$ cat src/rtl/dvp_camera_source.sv
// dvp_camera_source: OV7670-style DVP transmitter used as an in-fabric camera stand-in.
// Drives pclk (clk/2), vsync, href and an 8-bit data bus. Frames are timed by a
// line/byte counter FSM, and the bytes come from built-in test patterns.
// Optional macro DVP_SRC_STREAM_EN replaces the pattern bytes with a valid/ready byte stream.
//
// Ports:
//   clk          system clock
//   reset        synchronous, active-high
//   enable       frame generation enable (checked at the start of each frame)
//   pattern_sel  0 h-ramp, 1 v-ramp, 2 checker, 3 constant 0x55 (latched at frame start)
//   cam_pclk     pixel clock, clk/2
//   cam_vsync    frame sync, active high
//   cam_href     line valid, active high
//   cam_data     pixel byte, 0x00 while href is low
//   frame_start  one-clk pulse on the vsync rising edge
//   frame_count  frames started since reset (wraps)
//   st_data/st_valid/st_ready/underflow  byte stream source (DVP_SRC_STREAM_EN only)
module dvp_camera_source #(
  parameter int unsigned H_ACTIVE    = 640,
  parameter int unsigned H_BLANK     = 144,
  parameter int unsigned V_ACTIVE    = 480,
  parameter int unsigned VSYNC_LINES = 3,
  parameter int unsigned V_BACK      = 17,
  parameter int unsigned V_FRONT     = 10,
  parameter int unsigned BPP         = 2
) (
  input  logic        clk,
  input  logic        reset,
  input  logic        enable,
  input  logic [1:0]  pattern_sel,
`ifdef DVP_SRC_STREAM_EN
  input  logic [7:0]  st_data,
  input  logic        st_valid,
  output logic        st_ready,
  output logic        underflow,
`endif
  output logic        cam_pclk,
  output logic        cam_vsync,
  output logic        cam_href,
  output logic [7:0]  cam_data,
  output logic        frame_start,
  output logic [15:0] frame_count
);

  localparam int unsigned LINE_BYTES = (H_ACTIVE + H_BLANK) * BPP;
  localparam int unsigned ACT_BYTES  = H_ACTIVE * BPP;
  localparam int unsigned HW         = (LINE_BYTES > 1) ? $clog2(LINE_BYTES) : 1;
  localparam int unsigned V_MAX_A    = (VSYNC_LINES > V_BACK) ? VSYNC_LINES : V_BACK;
  localparam int unsigned V_MAX_B    = (V_ACTIVE > V_FRONT) ? V_ACTIVE : V_FRONT;
  localparam int unsigned V_MAX      = (V_MAX_A > V_MAX_B) ? V_MAX_A : V_MAX_B;
  localparam int unsigned VW         = $clog2(V_MAX + 1);

  typedef enum logic [2:0] {
    S_IDLE,
    S_VSYNC,
    S_VBACK,
    S_ACTIVE,
    S_VFRONT
  } state_t;

  state_t          state_q, state_n;
  logic [HW-1:0]   h_q, h_n;
  logic [VW-1:0]   v_q, v_n;
  logic [VW-1:0]   lines_last;
  logic            start_c;
  logic            vsync_n;
  logic            href_n;
  logic [7:0]      data_n;
`ifndef DVP_SRC_STREAM_EN
  logic [1:0]      pat_q;
`endif

  // All timing state advances only on the byte tick: the clk edge where pclk falls.
  always_ff @(posedge clk) begin
    if (reset) begin
      state_q <= S_IDLE;
    end else if (cam_pclk) begin
      state_q <= state_n;
    end
  end

  // Next position in the frame plus the bus values for that position.
  always_comb begin
    state_n    = state_q;
    h_n        = h_q;
    v_n        = v_q;
    start_c    = 1'b0;
    lines_last = '0;
    case (state_q)
      S_VSYNC:  lines_last = VW'(VSYNC_LINES - 1);
      S_VBACK:  lines_last = VW'(V_BACK - 1);
      S_ACTIVE: lines_last = VW'(V_ACTIVE - 1);
      S_VFRONT: lines_last = VW'(V_FRONT - 1);
      default:  lines_last = '0;
    endcase

    if (state_q == S_IDLE) begin
      if (enable) begin
        state_n = S_VSYNC;
        h_n     = '0;
        v_n     = '0;
        start_c = 1'b1;
      end
    end else if (h_q == HW'(LINE_BYTES - 1)) begin
      h_n = '0;
      if (v_q == lines_last) begin
        v_n = '0;
        case (state_q)
          S_VSYNC:  state_n = S_VBACK;
          S_VBACK:  state_n = S_ACTIVE;
          S_ACTIVE: state_n = S_VFRONT;
          S_VFRONT: begin
            // Back-to-back frames while enabled; otherwise park in IDLE.
            if (enable) begin
              state_n = S_VSYNC;
              start_c = 1'b1;
            end else begin
              state_n = S_IDLE;
            end
          end
          default:  state_n = S_IDLE;
        endcase
      end else begin
        v_n = v_q + VW'(1);
      end
    end else begin
      h_n = h_q + HW'(1);
    end

    vsync_n = (state_n == S_VSYNC);
    href_n  = (state_n == S_ACTIVE) && (32'(h_n) < ACT_BYTES);
    data_n  = 8'h00;
    if (href_n) begin
`ifdef DVP_SRC_STREAM_EN
      data_n = st_valid ? st_data : 8'h00;
`else
      case (pat_q)
        2'd0:    data_n = 8'(h_n);
        2'd1:    data_n = 8'(v_n);
        2'd2:    data_n = ((((32'(h_n) >> (BPP - 1)) & 32'd8) != 32'd0) ^
                           ((32'(v_n) & 32'd8) != 32'd0)) ? 8'hFF : 8'h00;
        default: data_n = 8'h55;
      endcase
`endif
    end
  end

  // Output bus, counters and frame bookkeeping.
  always_ff @(posedge clk) begin
    if (reset) begin
      h_q         <= '0;
      v_q         <= '0;
      cam_pclk    <= 1'b0;
      cam_vsync   <= 1'b0;
      cam_href    <= 1'b0;
      cam_data    <= 8'h00;
      frame_start <= 1'b0;
      frame_count <= 16'h0000;
`ifdef DVP_SRC_STREAM_EN
      st_ready    <= 1'b0;
      underflow   <= 1'b0;
`else
      pat_q       <= 2'd0;
`endif
    end else begin
      cam_pclk    <= ~cam_pclk;
      frame_start <= 1'b0;
`ifdef DVP_SRC_STREAM_EN
      // Request lands in the clk just before the tick that will load an active byte.
      st_ready    <= ~cam_pclk & href_n;
`endif
      if (cam_pclk) begin
        h_q       <= h_n;
        v_q       <= v_n;
        cam_vsync <= vsync_n;
        cam_href  <= href_n;
        cam_data  <= data_n;
        if (start_c) begin
          frame_start <= 1'b1;
          frame_count <= frame_count + 16'd1;
`ifndef DVP_SRC_STREAM_EN
          pat_q       <= pattern_sel;
`endif
        end
`ifdef DVP_SRC_STREAM_EN
        if (href_n && !st_valid) begin
          underflow <= 1'b1;
        end
`endif
      end
    end
  end

endmodule

$ cat config.mk
export PLATFORM = sky130hd
export DESIGN_NAME = dvp_camera_source
export DESIGN_NICKNAME = d
export VERILOG_FILES = /design/src/rtl/dvp_camera_source.sv
export SDC_FILE = /design/constraint.sdc
export NUM_CORES = 1
export LEC_CHECK = 0
export ABC_AREA = 0
export CAP_MARGIN = 40
export CORE_ASPECT_RATIO = 2
export CORE_MARGIN = 5
export CORE_UTILIZATION = 30
export DETAILED_ROUTE_END_ITERATION = 6
export HOLD_SLACK_MARGIN = 0.02
export PLACE_DENSITY = 0.6
export SYNTH_ARGS = -nofsm -noshare
export SYNTH_HDL_FRONTEND = slang
export SYNTH_SLANG_ARGS = --single-unit
export TNS_END_PERCENT = 1
$ cat constraint.sdc
create_clock -name clk -period 2.5 [get_ports clk]
set_input_delay 0.375 -clock clk [delete_from_list [all_inputs] [get_ports clk]]
set_output_delay 0.375 -clock clk [all_outputs]
set_load 0.05 [all_outputs]
==> results of run 1 <==
-- worst paths after layout --
check | slack (ps) | from | to | depth (start not counted)
max reg2reg | 10 | state_q[1]$_SDFFE_PP0P_ | cam_data[1]$_SDFFE_PP0P_ | 9
min | 470 | cam_href$_SDFFE_PP0P_ | cam_href$_SDFFE_PP0P_ | 1
min reg2reg | 470 | cam_href$_SDFFE_PP0P_ | cam_href$_SDFFE_PP0P_ | 1
max | 10 | state_q[1]$_SDFFE_PP0P_ | cam_data[1]$_SDFFE_PP0P_ | 9
-- area by class of cell --
cell class,instances,area (µm²),share of cell area [%]
Timing Repair Buffer,112,948.4,20.75
Tap cell,140,175.2,3.832
Clock buffer,5,125.1,2.737
Multi-Input combinational cell,324,2192,47.96
Clock inverter,3,17.52,0.3832
Sequential cell,53,1079,23.60
Inverter,9,33.78,0.7391
-- metal layers --
layer | routed length [µm] | vias up | GRT usage (%)
met2 | 5955 | 114 | 30.69
li1 | - | 1710 | -
met1 | 3921 | 1677 | 15.91
met4 | 690 | 0 | 10.16
met5 | 0 | - | 0
met3 | 343 | 46 | 2.175
-- state kept, by name, summed over array words and instances (netlist names) --
name / flops
cam_vsync: 1
cam_data: 8
cam_pclk: 1
h_q: 11
frame_count: 16
frame_start: 1
cam_href: 1
v_q: 9
state_q: 3
pat_q: 2
-- critical path, cell delays in order (launching register included) --
cell      delay (ps)
dfxtp_2          380
buf_4            180
or3_1            410
buf_4            200
buf_4            170
nand2_1          200
nand2_1           80
a221oi_1         410
o32ai_2          120
a22o_2           220
-- layout by cell type, fill, tap and decap left out, types with 4 or more instances in the layout --
cell	instances
nor2b_1	4
nor3_1	4
nand4_1	9
dfxtp_2	5
nor2_1	50
nand3_1	18
or3_1	16
clkdlybuf4s50_1	31
a21oi_1	38
buf_4	76
xnor2_1	5
o31ai_1	4
a211oi_1	9
nand2_1	36
dfxtp_1	45
clkbuf_16	5
inv_1	7
and3_1	5
a22o_2	4
o21ai_0	22
xor2_1	8
nand2b_1	6
a31oi_1	4
-- power by group through the flow --
stage / Sequential, µW / Combinational [µW] / Clock (µW)
2_1_floorplan: 915 / 182 / 0
3_3_place_gp: 907 / 309 / 0
3_5_place_dp: 908 / 312 / 0
4_1_cts: 890 / 322 / 729
5_1_grt: 891 / 385 / 751
6_report: 888 / 356 / 707
-- metrics by stage --
step	instances	hold slack, ps	util (%)
final	646	470.1	42.02
after global routing	646	493.9	42.02
after CTS	634	471.6	40.03
after detailed placement	624	455.7	38.11
after global placement	624	449.0	38.11
after floorplan	419	471.8	-
-- repair_timing --
item | 4_1_cts | 5_1_grt
pin swaps | 3 | 15
buffers inserted | 2 | 12
gates resized for setup | 17 | 26
endpoints found under the setup margin | 13 | 16
-- cells by family after synthesis --
logic type / count (synthesis) / synth area share [%]
fa+ha+maj: 3 / 1.125
buf+inv: 42 / 7.161
xor+xnor: 13 / 3.412
compound gates: 125 / 25.95
flops: 53 / 31.80
mux: 5 / 1.537
simple gates: 178 / 29.02
==> out/qor.csv, run 1 <==
metric,value,unit
status,"complete, no violations",
maximum ir drop on the vdd rail,0.3079,mV
type of the most critical hold path,flip-flop to flip-flop,
clk slew on worst S/H paths,70,ps
power density normalized to cell area,426.7,mW/mm²
y dimension of the die,159.2,µm
placed cell areas,0.004145,mm²
CTS H-tree lvls,2,
number of input and output port buffers inserted,32,
core region area,0.01088,mm²
number of max-cap violations,0,
maximum number of pins on one net before global-route repair,44,
number of synthesized register bits,53,
count of different cell masters after synthesis,72,
RSZ-0062 raised after global routing,true,
area grow syn2layout,36.97,%
Leakage Power,0.001611,µW
share of flip-flops with an asynchronous set or reset after synthesis,0,%
Crit Path Class,flip-flop to flip-flop,
overall routed net length,10910,µm
area share of the largest cell type after synthesis,31.80,%
fin worst setup slack,10.30,ps
die area,0.01346,mm²
site row count,54,
Slew Limit Fails,0,
Post-Syn Area,0.003337,mm²
number of I/O pins,33,
buffer levels on the longest clock path,2,
clock tree from TritonCTS,done,
Max Freq,401.7,MHz
number of fillers in the final layout,1083,
Mapped Avg Cell Area,7.964,µm²
yosys synthesis warning count,0,
Setup-failing EPs final,0,
Setup TNS Final,0,ps
number of antenna violations at the first check in global routing,0,
"Seq/Total Area, Yosys",31.80,%
internal power consumption,1382,µW
final cell area excluding filler cells,0.004571,mm²
setup slack after placement,-113.9,ps
portion of the clock cycle consumed by the worst path in the final layout,99.59,%
nets,513,
WP data required,2700,ps
cell at the root of the clock tree,clkbuf_16,
primary flip-flop cell chosen by synthesis mapping,dfxtp_1,
cell count after synthesis,419,
final total power,1950,µW
combinational group share of total power,18.2,%
clock buffer count from CTS,5,
violation count after the first detailed-routing iteration,272,
Max transition margin,65.90,%
crit path max fanout,9,
clock share of power,36.2,%
vias in the first global route,3565,
total global-route track usage,16.19,%
post-route DRC violation count,0,
wire length per cell after detailed routing,16.89,µm
layout cells sized above 1,27.27,%
count of final hold-check violations,0,
P_sw,568.5,µW
ant diodes,0,
worst clock skew,4.986,ps
Pre-antenna DRT Iters,4,
count of clock tree sinks,53,
post-detailed-route via-to-cell ratio,5.491,
most numerous cell in the Yosys netlist,dfxtp_1,
Critical Path AT,2690,ps
most instantiated cells after synthesis,"dfxtp_1, nor2_1, a21oi_1",
"area leader, netlist",dfxtp_1,
total vias in the final route,3547,
switch share,29.15,%
kind of end point of the critical path,flip-flop,
largest cells by area after synthesis,"dfxtp_1, a21oi_1, nor2_1",
Post-synth EDFFs,0,
Worst Setup Start Kind,flip-flop,
worst slew pin tran,509.9,ps
grt total ovfl,0,
Initial Util,30.68,%
HPWL after detailed placement,8108,µm
insertion delay to the later sink of the worst-skew pair,300,ps
final weighted congestion of routability-driven global placement,0.9514,
post-cts hold buffer count,0,
post-route ant nets,0,
first-pass GRT wire length,17660,µm
number of nets in the synthesized netlist,427,
sequential power share,45.5,%
horizontal die dimension,84.58,µm
Final min period,2490,ps
No activity file was read; power rests on OpenSTA's default activity.
==> inputs of run 2 (changes only) <==
--- a/config.mk
+++ b/config.mk
@@ -9,10 +9,11 @@
 export CAP_MARGIN = 40
 export CORE_ASPECT_RATIO = 2
 export CORE_MARGIN = 5
-export CORE_UTILIZATION = 30
+export CORE_UTILIZATION = 52
+export CTS_CLUSTER_SIZE = 10
 export DETAILED_ROUTE_END_ITERATION = 6
 export HOLD_SLACK_MARGIN = 0.02
-export PLACE_DENSITY = 0.6
+export PLACE_DENSITY = 0.88
 export SYNTH_ARGS = -nofsm -noshare
 export SYNTH_HDL_FRONTEND = slang
 export SYNTH_SLANG_ARGS = --single-unit
==> out/qor.csv, run 2 (synthesis results as in run 1) <==
metric,value,unit,change
number of I/O pins,33,,unchanged
post-cts hold buffer count,0,,unchanged
total vias in the final route,3826,,+7.9%
Leakage Power,0.001600,µW,-0.66%
setup slack of the most critical reg-to-reg path,-170,ps,-180 ps
Critical Path AT,2920,ps,+230 ps
area grow syn2layout,35.96,%,
Pre-antenna DRT Iters,7,,+3
"flip-flop count of the largest register, all copies and words added",16,,unchanged
number of antenna violations at the first check in global routing,0,,unchanged
die area,0.008217,mm²,-39%
clock buffer count from CTS,5,,unchanged
clock tree from TritonCTS,done,,
crit path max fanout,5,,-4
post-route DRC violation count,0,,unchanged
vias in the first global route,3736,,+4.8%
status,"complete, but fails checks",,
Slew Limit Fails,0,,unchanged
Worst Setup Start Kind,flip-flop,,
layout cells sized above 1,28.46,%,+1.2 points
buffer levels on the longest clock path,2,,unchanged
total global-route track usage,29.42,%,+13 points
largest registers in the final layout,"frame_count (16), h_q (11), v_q (9)",,
"commonest non-fill, non-tap cell in the layout",buf_4,,
horizontal die dimension,66.65,µm,-21%
overall routed net length,12010,µm,+10%
post-route ant nets,0,,unchanged
number of fillers in the final layout,444,,-59%
Setup-failing EPs final,7,,+7
most frequent cells in the layout,"buf_4, nor2_1, dfxtp_1, nand2_1, a21oi_1",,
Initial Util,52.89,%,+22 points
number of input and output port buffers inserted,32,,unchanged
maximum ir drop on the vdd rail,0.4214,mV,+37%
nets,513,,unchanged
RSZ-0062 raised after global routing,true,,
count of final hold-check violations,0,,unchanged
clk slew on worst S/H paths,70,ps,about the same
Final min period,2672,ps,+182.1 ps
Max Freq,374.3,MHz,-6.8%
Crit Path Class,flip-flop to flip-flop,,
number of max-cap violations,0,,unchanged
site row count,41,,-24%
y dimension of the die,123.3,µm,-23%
wire length per cell after detailed routing,20.29,µm,+20%
grt total ovfl,0,,unchanged
insertion delay to the later sink of the worst-skew pair,300,ps,about the same
violation count after the first detailed-routing iteration,427,,+57%
post-layout util,71.90,%,+30 points
type of the most critical hold path,flip-flop to flip-flop,,
CTS H-tree lvls,2,,unchanged
maximum number of pins on one net before global-route repair,25,,-43%
register containing the most flip-flops in the final layout,frame_count,,
first-pass GRT wire length,18080,µm,+2.4%
violated checks,setup timing,,
core region area,0.006310,mm²,-42%
portion of the clock cycle consumed by the worst path in the final layout,106.9,%,+7.3 points
worst hold margin,468.2,ps,-1.948 ps
WP data required,2750,ps,+50 ps
final weighted congestion of routability-driven global placement,1.060,,+11%
post-detailed-route via-to-cell ratio,6.463,,+18%
Max transition margin,53.65,%,-12 points
worst clock skew,6.068,ps,+1.082 ps
fin worst setup slack,-171.8,ps,-182.1 ps
cell at the root of the clock tree,clkbuf_16,,
HPWL after detailed placement,8121,µm,+0.16%
kind of end point of the critical path,flip-flop,,
power density normalized to cell area,428.2,mW/mm²,+0.34%
ant diodes,0,,unchanged
count of clock tree sinks,53,,unchanged
worst slew pin tran,694.3,ps,+184.4 ps
-- run 2: changes by cell type in the layout (fill, tap and decap cells not counted), moves of 2 or more --
cell and delta:
dfxtp_4 -3, clkbuf_1 +2, a21oi_2 +2, clkinv_2 -2, buf_12 -2, dfxtp_2 +3, nand3_2 -2, buf_6 +2
nor4_2 -2, a21oi_1 -3
-- run 2: worst max-delay path: stages, from the launching register on --
cell and delay (ps):
dfxtp_2 360, buf_4 150, inv_1 140, a211oi_2 110
a211oi_4 550, buf_4 230, nor4_2 40, buf_4 160
o311ai_1 360, o21ai_0 200, o22ai_2 160, a22o_2 160
-- run 2: path summary, 6_finish.rpt --
kind / startpoint / end / cells past startpoint
max: state_q[0]$_SDFFE_PP0P_ / cam_data[5]$_SDFFE_PP0P_ / 11
min reg2reg: cam_href$_SDFFE_PP0P_ / cam_href$_SDFFE_PP0P_ / 1
max reg2reg: state_q[0]$_SDFFE_PP0P_ / cam_data[5]$_SDFFE_PP0P_ / 11
min: cam_href$_SDFFE_PP0P_ / cam_href$_SDFFE_PP0P_ / 1
-- run 2: repair_timing --
action                                 in CTS  in global routing
pin swaps                                   5                 21
endpoints found under the hold margin       0                  0
resized for setup                          16                 35
setup endpoints to repair                  11                 19
setup buffers                               2                  9
cloned                                      0                  0
-- run 2: per-layer routing --
layer  global-route usage [%]  routed length (µm)  vias to the layer above
met5                        0                   0                        -
met4                    25.19                1314                        0
met3                    5.909                 833                      108
met2                    52.67                6071                      249
met1                    27.15                3795                     1757
li1                         -                   -                     1712
-- run 2: where the power goes --
| part | internal, µW | switching, µW |
|---|---|---|
| Sequential | 863 | 31.4 |
| Combinational | 147 | 213 |
| Clock | 373 | 315 |
| Total | 1380 | 559 |
-- run 2: cell type report --
type	count	area [µm²]	area share, %
clock buffer	7	132.6	2.923
timing repair buffer	112	933.4	20.57
sequential	53	1071	23.61
tap	86	107.6	2.372
multi-input combinational	324	2251	49.61
clock inverter	1	7.507	0.1655
inverter	9	33.78	0.7446
-- run 2: per-stage QoR --
stage | total power [µW] | std cells | area, µm² | TNS [ps] | setup WS (ps)
2_1_floorplan | 1097 | 419 | 3337 | 0 | 56.85
3_3_place_gp | 1211 | 573 | 4075 | -661.3 | -278.9
3_5_place_dp | 1216 | 573 | 4075 | -735.4 | -238.5
4_1_cts | 1899 | 583 | 4312 | 0 | 1.068
5_1_grt | 2005 | 592 | 4537 | -1354 | -234.1
6_report | 1942 | 592 | 4537 | -445.2 | -171.8
==> inputs of run 3 (changes only) <==
--- a/config.mk
+++ b/config.mk
@@ -9,11 +9,11 @@
 export CAP_MARGIN = 40
 export CORE_ASPECT_RATIO = 2
 export CORE_MARGIN = 5
-export CORE_UTILIZATION = 52
+export CORE_UTILIZATION = 62
 export CTS_CLUSTER_SIZE = 10
 export DETAILED_ROUTE_END_ITERATION = 6
 export HOLD_SLACK_MARGIN = 0.02
-export PLACE_DENSITY = 0.88
+export PLACE_DENSITY = 0.95
 export SYNTH_ARGS = -nofsm -noshare
 export SYNTH_HDL_FRONTEND = slang
 export SYNTH_SLANG_ARGS = --single-unit
==> constraint.sdc (replaced) <==
create_clock -name clk -period 3.39 [get_ports clk]
set_input_delay 0.5085 -clock clk [delete_from_list [all_inputs] [get_ports clk]]
set_output_delay 0.5085 -clock clk [all_outputs]
set_load 0.05 [all_outputs]
==> out/qor.csv, run 3 (synthesis results as in run 1) <==
metric,value,unit,change
total global-route track usage,28.57,%,-0.85 points
Worst Setup Start Kind,flip-flop,,
number of placed instances with taps included,484,,-16%
layout cells sized above 1,9.217,%,-19 points
Setup-failing EPs final,0,,-7
count of clock tree sinks,53,,unchanged
die area,0.007038,mm²,-14%
final cell area excluding filler cells,0.003700,mm²,-18%
largest registers in the final layout,"frame_count (16), h_q (11), v_q (9)",,
wire length per cell after detailed routing,18.46,µm,-9.1%
number of max-cap violations,0,,unchanged
final weighted congestion of routability-driven global placement,0.9416,,-11%
cell at the root of the clock tree,clkbuf_8,,
start point of the worst min-delay path,cam_href$_SDFFE_PP0P_,,
CTS H-tree lvls,2,,unchanged
end of the worst hold path,cam_href$_SDFFE_PP0P_,,
RSZ-0062 raised after global routing,false,,
post-detailed-route via-to-cell ratio,6.762,,+4.6%
Crit Reg-Reg Startpoint,state_q[2]$_SDFFE_PP0P_,,
buffer levels on the longest clock path,2,,unchanged
cell at the slowest stage of the critical path,dfxtp_1,,
number of I/O pins,33,,unchanged
portion of the clock cycle consumed by the worst path in the final layout,89.92,%,-17 points
nets,441,,-14%
most common cell type on the critical path,mux2i_1,,
post-cts hold buffer count,0,,unchanged
first-pass GRT wire length,15460,µm,-14%
register containing the most flip-flops in the final layout,frame_count,,
ant diodes,0,,unchanged
violation count after the first detailed-routing iteration,330,,-23%
y dimension of the die,113.8,µm,-7.7%
clk slew on worst S/H paths,100,ps,+30 ps
post-route ant nets,0,,unchanged
power density normalized to cell area,348.7,mW/mm²,-19%
post-cts gate resize count,0,,-16
Leakage Power,0.001205,µW,-25%
combinational group share of total power,13.8,%,-4.8 points
status,"complete, no violations",,
critical path's largest stage delay,730,ps,+180 ps
type of the most critical hold path,flip-flop to flip-flop,,
internal power consumption,919.4,µW,-34%
area grow syn2layout,10.87,%,
clock buffer count from CTS,5,,unchanged
Slew Limit Fails,0,,unchanged
setup slack of the most critical reg-to-reg path,340,ps,+510 ps
post-route DRC violation count,0,,unchanged
count of final hold-check violations,0,,unchanged
Pre-antenna DRT Iters,7,,unchanged
HPWL after detailed placement,6692,µm,-18%
count of non-filler cells in the finished layout,492,,-17%
Final min period,3048,ps,+376.4 ps
endpoint of the most critical register-to-register path,cam_data[1]$_SDFFE_PP0P_,,
horizontal die dimension,61.88,µm,-7.2%
P_sw,370.8,µW,-34%
clock share of power,34.6,%,-0.8 points
Hold Crit Depth,1,,unchanged
site row count,37,,-9.8%
"commonest non-fill, non-tap cell in the layout",dfxtp_1,,
final total power,1290,µW,-34%
post-layout util,71.36,%,-0.55 points
overall routed net length,9081,µm,-24%
Critical Path AT,3270,ps,+350 ps
number of antenna violations at the first check in global routing,0,,unchanged
Setup TNS Final,0,ps,+445.2 ps
CP bufs+invs,0,,-4
kind of end point of the critical path,flip-flop,,
Max Freq,328.1,MHz,-12%
most frequent cells in the layout,"dfxtp_1, nor2_1, a21oi_1, nand2_1, clkdlybuf4s50_1",,
Max transition margin,53.82,%,+0.17 points
switch share,28.74,%,-0.036 points
core region area,0.005185,mm²,-18%
"flip-flop count of the largest register, all copies and words added",16,,unchanged
number of input and output port buffers inserted,32,,unchanged
Initial Util,64.36,%,+11 points
placed cell areas,0.003585,mm²,-12%
depth of the most critical reg-to-reg path,8,,-3
grt total ovfl,0,,unchanged
cell type group with the largest total delay on the critical path,compound AO/OA/AOI/OAI gates,,
total vias in the final route,3327,,-13%
insertion delay to the later sink of the worst-skew pair,320,ps,+20 ps
worst slew pin tran,690.1,ps,-4.154 ps
vias in the first global route,3289,,-12%
clock tree from TritonCTS,done,,
postcts setup bufs,0,,-2
maximum number of pins on one net before global-route repair,40,,+60%
critical-path cell list,nand3b_1 > mux2i_1 > o21ai_2 > o31a_1 > o311ai_4 > mux2i_1 > o32ai_1 > a22o_2,,
worst clock skew,4.745,ps,-1.323 ps
crit path max fanout,18,,+13
maximum ir drop on the vdd rail,0.4687,mV,+11%
sequential power share,51.6,%,+5.6 points
WP data required,3610,ps,+860 ps
Crit Path Class,flip-flop to flip-flop,,
run 3: cell types whose count changed in the layout (fill, tap and decap cells not counted), moves of 4 or more:
cell / before / now
buf_6: 4 / 0
a21oi_2: 4 / 0
clkbuf_8: 0 / 5
dfxtp_2: 8 / 0
clkbuf_16: 5 / 0
buf_4: 77 / 8
dfxtp_1: 45 / 53
a21oi_1: 35 / 40
run 3: metrics by stage:
step | setup WS, ps | hold slack, ps
global placement | 482.1 | 443.2
CTS | 369.8 | 487.5
floorplan | 869.5 | 471.8
global route | 116.0 | 499.4
finish | 341.8 | 481.2
detailed placement | 405.6 | 465.2
run 3: power by group through the flow:
stage	combinational, µW	clock (µW)	sequential (µW)
final	178	446	666
after global routing	193	475	670
after CTS	175	448	665
after detailed placement	174	0	679
after global placement	170	0	678
after floorplan	134	0	675
run 3: routing by layer:
| metal | vias to the layer above | part of all wire (%) | GRT usage (%) |
|---|---|---|---|
| li1 | 1564 | - | - |
| met1 | 1552 | 36 | 31.46 |
| met3 | 45 | 5.4 | 5.889 |
| met2 | 166 | 53 | 47.94 |
| met4 | 0 | 5.9 | 16.71 |
| met5 | - | 0 | 0 |
run 3: layout make-up:
type                       count  area, µm²
inverter                       9      33.78
clock inverter                 3      46.29
clock buffer                   5      68.82
multi-input combinational    324       2037
fill                         412       1485
timing repair buffer          40      380.4
tap                           58      72.57
sequential                    53       1061
run 3: worst register-to-register path: cells and delay by family, from the launching register on:
family,cells,cell delay (ps)
simple gates,1,270
flops,1,730
mux,2,720
compound gates,5,1220
run 3: how the worst max path moves through the flow:
| stage | from | endpoint | slack, ps | cells after the start |
|---|---|---|---|---|
| 4_1_cts | state_q[2]$_SDFFE_PP0P_ | cam_data[1]$_SDFFE_PP0P_ | 370 | 8 |
| 3_3_place_gp | state_q[2]$_SDFFE_PP0P_ | cam_data[6]$_SDFFE_PP0P_ | 480 | 8 |
| 3_5_place_dp | state_q[2]$_SDFFE_PP0P_ | cam_data[0]$_SDFFE_PP0P_ | 410 | 8 |
| 5_1_grt | h_q[0]$_SDFFE_PP0P_ | cam_data[5]$_SDFFE_PP0P_ | 120 | 8 |
| 6_report | state_q[2]$_SDFFE_PP0P_ | cam_data[1]$_SDFFE_PP0P_ | 340 | 8 |
| 2_1_floorplan | h_q[0]$_SDFFE_PP0P_ | cam_data[1]$_SDFFE_PP0P_ | 870 | 9 |
==> variant 1: new RTL, config.mk and constraints of run 2 <==
Set the parameter `VSYNC_LINES` to 2 (it was 3).
--- a/src/rtl/dvp_camera_source.sv
+++ b/src/rtl/dvp_camera_source.sv
@@ -19,7 +19,7 @@
   parameter int unsigned H_ACTIVE    = 640,
   parameter int unsigned H_BLANK     = 144,
   parameter int unsigned V_ACTIVE    = 480,
-  parameter int unsigned VSYNC_LINES = 3,
+  parameter int unsigned VSYNC_LINES = 2,
   parameter int unsigned V_BACK      = 17,
   parameter int unsigned V_FRONT     = 10,
   parameter int unsigned BPP         = 2
Behaviour: no difference found for any inputs over 10 cycles, from zero or initial values and one cycle with reset high; that may be too few to reach the edited logic, so the function may still have changed.
==> variant 1 against run 2 <==
  * The flow still finishes with violations (setup timing)
  * Routed wire length is 15% lower
  * Sequential power is 2.3% lower
  * Critical path depth is 2 lower
  * Global-route usage is 2.1 points lower
  * Area after synthesis is 5.6% lower
  * Design area is 7.0% lower
  * Sequential cell count stayed put
  * Worst hold slack worse by 28 ps
  * Power is 2.6% higher
  * Worst setup slack worse by 130 ps
  * Sequential share of layout area is 1.7 points higher
  * Count of clock-buffer cells in the layout stayed put
  * Largest cell class unchanged
==> variant 1: results <==
group,metric,value,unit
power_and_ir_drop,power_leakage,1.603,nW
synthesis,syn_avg_cell_area,7.795,um^2
final_layout,share_of_cells_above_drive_strength_1,21.07,%
global_routing,first_pass_grt_wire_length,16570,um
sta,final_worst_clock_skew,5.630,ps
detailed_routing,drt_iter0_drc,360,
detailed_routing,wl_met3,465,um
cts,cts_setup_buffers,0,
final_layout,nNonClkBuffers,98,
status,status,"finished, violations left",
hold_path,whs_path_depth,2,
critical_path,reg2reg_from,"v_q[1]$_SDFFE_PP0P_",
place,placer_s_final_routability_congestion_estimate,0.9994,
critical_path,cp.arrival,2990,ps
detailed_routing,post_drt_via_cell_ratio,6.300,
place,dp_hpwl,7323,um
final_layout,multi_input_area_share,48.38,%
detailed_routing,detail_route.wirelength,10210,um
critical_path,crit-reg2reg-capture,"cam_data[1]$_SDFFE_PP0P_",
final_layout,buf_share,19.72,%
status,failed_checks,"setup timing",
synthesis,synth_compound_gate_area_share,22.33,%
cts,number_of_gates_resized_after_cts,9,
synthesis,post_synth_fa_ha_maj_area_fraction,1.192,%
critical_path,timing.reg2reg.worst_path_depth,9,
detailed_routing,drt-met1-wl,3523,um
place,place_inst,533,
final_layout,nNetsFinal,491,
global_routing,gr-usage-all-layers,27.31,%
sta,setup_ws,-305.4,ps
synthesis,synth.mux.area_fraction,3.178,%
synthesis,leading_post_synthesis_cells_by_cell_area,"sky130_fd_sc_hd__dfxtp_1, sky130_fd_sc_hd__nor2_1, sky130_fd_sc_hd__nand2_1",
synthesis,post_synth_xor_area_fraction,5.006,%
global_routing,number_of_global_route_vias_before_repair,3479,
detailed_routing,routed-wl-met2,5285,um
synthesis,ys_seq_area_share,33.69,%
sta,setup_viol,34,
global_routing,grt_start_max_net_pins,37,
variant 1: changes by cell type after synthesis, sizes merged, moves of 5 or more:
cell,run 2,this run
mux2i,4,10
a211oi,12,6
nor4,8,1
a21oi,40,29
o21ai,25,20
clkbuf,18,24
or3,17,9
nor2,50,55
buf,13,2
variant 1: power breakdown:
part | internal [mW] | switching (mW) | leakage, nW
clock | 0.500 | 0.303 | 0.0841
combinational | 0.128 | 0.189 | 1.09
sequential | 0.859 | 0.0150 | 0.431
total | 1.49 | 0.506 | 1.60
variant 1: logic make-up after synthesis:
logic type,after synthesis
AND/OR/NAND/NOR,185
AO/OA/AOI/OAI,102
flip-flops,53
buffers and inverters,33
XOR/XNOR,18
multiplexers,10
adder cells (fa/ha/maj),3
variant 1: per-stage QoR:
step                      setup WS [ps]  hold WS (ps)  cell area [um^2]  power (mW)
after floorplan                  -122.0         444.0              3188       1.074
after global routing             -422.1         477.8              4220       2.055
final                            -305.4         440.2              4220       1.994
after CTS                        -258.7         444.7              4130       1.984
after global placement           -231.5         433.5              3923       1.179
after detailed placement         -266.9         434.7              3923       1.185
variant 1: worst max-delay path by stage:
stage	from	end	slack, ps
global route	v_q[1]$_SDFFE_PP0P_	frame_count[15]$_SDFFE_PP0P_	-420
global placement	v_q[1]$_SDFFE_PP0P_	cam_data[7]$_SDFFE_PP0P_	-230
detailed placement	v_q[1]$_SDFFE_PP0P_	cam_data[7]$_SDFFE_PP0P_	-270
floorplan	v_q[1]$_SDFFE_PP0P_	frame_count[10]$_SDFFE_PP0P_	-120
CTS	v_q[1]$_SDFFE_PP0P_	frame_count[15]$_SDFFE_PP0P_	-260
finish	v_q[1]$_SDFFE_PP0P_	cam_data[1]$_SDFFE_PP0P_	-310
==> variant 2: new RTL, flow settings as in run 2 <==
Made on the original files. Add an input register stage for `enable` and `pattern_sel`; this delays them by one clock.
--- a/src/rtl/dvp_camera_source.sv
+++ b/src/rtl/dvp_camera_source.sv
@@ -58,6 +58,14 @@
     S_VFRONT
   } state_t;
 
+  logic enable_q;
+  logic [1:0] pattern_sel_q;
+
+  always_ff @(posedge clk) begin
+    enable_q      <= enable;
+    pattern_sel_q <= pattern_sel;
+  end
+
   state_t          state_q, state_n;
   logic [HW-1:0]   h_q, h_n;
   logic [VW-1:0]   v_q, v_n;
@@ -95,7 +103,7 @@
     endcase
 
     if (state_q == S_IDLE) begin
-      if (enable) begin
+      if (enable_q) begin
         state_n = S_VSYNC;
         h_n     = '0;
         v_n     = '0;
@@ -111,7 +119,7 @@
           S_ACTIVE: state_n = S_VFRONT;
           S_VFRONT: begin
             // Back-to-back frames while enabled; otherwise park in IDLE.
-            if (enable) begin
+            if (enable_q) begin
               state_n = S_VSYNC;
               start_c = 1'b1;
             end else begin
@@ -179,7 +187,7 @@
           frame_start <= 1'b1;
           frame_count <= frame_count + 16'd1;
 `ifndef DVP_SRC_STREAM_EN
-          pat_q       <= pattern_sel;
+          pat_q       <= pattern_sel_q;
 `endif
         end
 `ifdef DVP_SRC_STREAM_EN
Behaviour: not the same (Yosys sat finds a counterexample within 4 cycles, from zero or initial values and one cycle with reset high).
==> variant 2 against run 2 <==
  * The run still ends with setup timing left
  * Largest power group unchanged
  * Critical path type unchanged
  * Design area shrank 8.1%
  * Largest cell class unchanged
  * Clock power is 17% higher
  * Non-clock buffer count decreased by 24
  * Area after synthesis decreased by 4.8%
  * Power grew 6.1%
  * Sequential cell count grew 3
  * Routed wire length shrank 13%
  * Via count fell by 5.9%
  * Utilization down 2.4 points
  * Worst setup slack gained 150 ps
  * Clock skew decreased by 2.0 ps
==> variant 2: results <==
group,metric,value,unit
status,status,"finished, violations left",
status,failed_checks,"setup timing",
synthesis,post_synth_fa_ha_maj_area_fraction,1.182,%
detailed_routing,detail_route.wirelength,10500,um
critical_path,cpPeakStageDelay,460,ps
sta,tightest_slew,530.3,ps
synthesis,leading_post_synthesis_cells_by_cell_area,"sky130_fd_sc_hd__dfxtp_1, sky130_fd_sc_hd__nor2_1, sky130_fd_sc_hd__a21oi_1",
detailed_routing,wl_met3,442,um
global_routing,grt_use_met2,50.03,%
synthesis,synth_compound_gate_area_share,23.83,%
synthesis,post_synth_xor_area_fraction,4.963,%
power_and_ir_drop,vdd_drop_max,0.5458,mV
detailed_routing,detail_route.wl_per_cell,19.09,um
detailed_routing,post_drt_via_cell_ratio,6.547,
place,placer_s_final_routability_congestion_estimate,0.9964,
global_routing,global_route.usage.met1,26.14,%
global_routing,grt_util_met3,3.717,%
power_and_ir_drop,internal_power,1.505,mW
detailed_routing,routed-wl-met2,5827,um
place,placement.setup.worst_slack,-71.91,ps
power_and_ir_drop,power_leakage,1.549,nW
final_layout,final.fill_count,479,
synthesis,synth.mux.area_fraction,0.3151,%
sta,setup_viol,1,
final_layout,share_of_cells_above_drive_strength_1,19.71,%
place,dp_hpwl,7567,um
sta,final_worst_clock_skew,4.043,ps
sta,setup_tns,-26.17,ps
detailed_routing,drt-met1-wl,3632,um
final_layout,nNetsFinal,494,
critical_path,critPathTopFamily,"simple AND/OR/NAND/NOR gates",
synthesis,synth_cell_type_count,61,
sta,setup_ws,-26.17,ps
place,placed_area,3869,um^2
hold_path,whs_path_depth,2,
critical_path,cp_slowest_cell,"sky130_fd_sc_hd__a2111oi_4",
[variant 2: timing repair]
item,in CTS,in global routing
pin swaps,2,11
cloned,0,1
setup buffers,1,1
endpoints found under the setup margin,13,26
resized for setup,7,18
[variant 2: power by group through the flow]
stage,Combinational (mW),Sequential (mW),Clock (mW)
after floorplan,0.162,0.954,0
after global placement,0.294,0.943,0
after detailed placement,0.302,0.943,0
after CTS,0.311,0.922,0.810
after global routing,0.353,0.923,0.846
final,0.333,0.922,0.805
[variant 2: layout make-up]
class	instances	area [um^2]	area share (%)
clock buffer	5	125.1	2.999
multi-input combinational	328	2024	48.53
timing repair buffer	88	748.2	17.94
sequential	56	1126	26.99
clock inverter	3	42.54	1.020
inverter	7	26.28	0.6299
tap	63	78.83	1.890
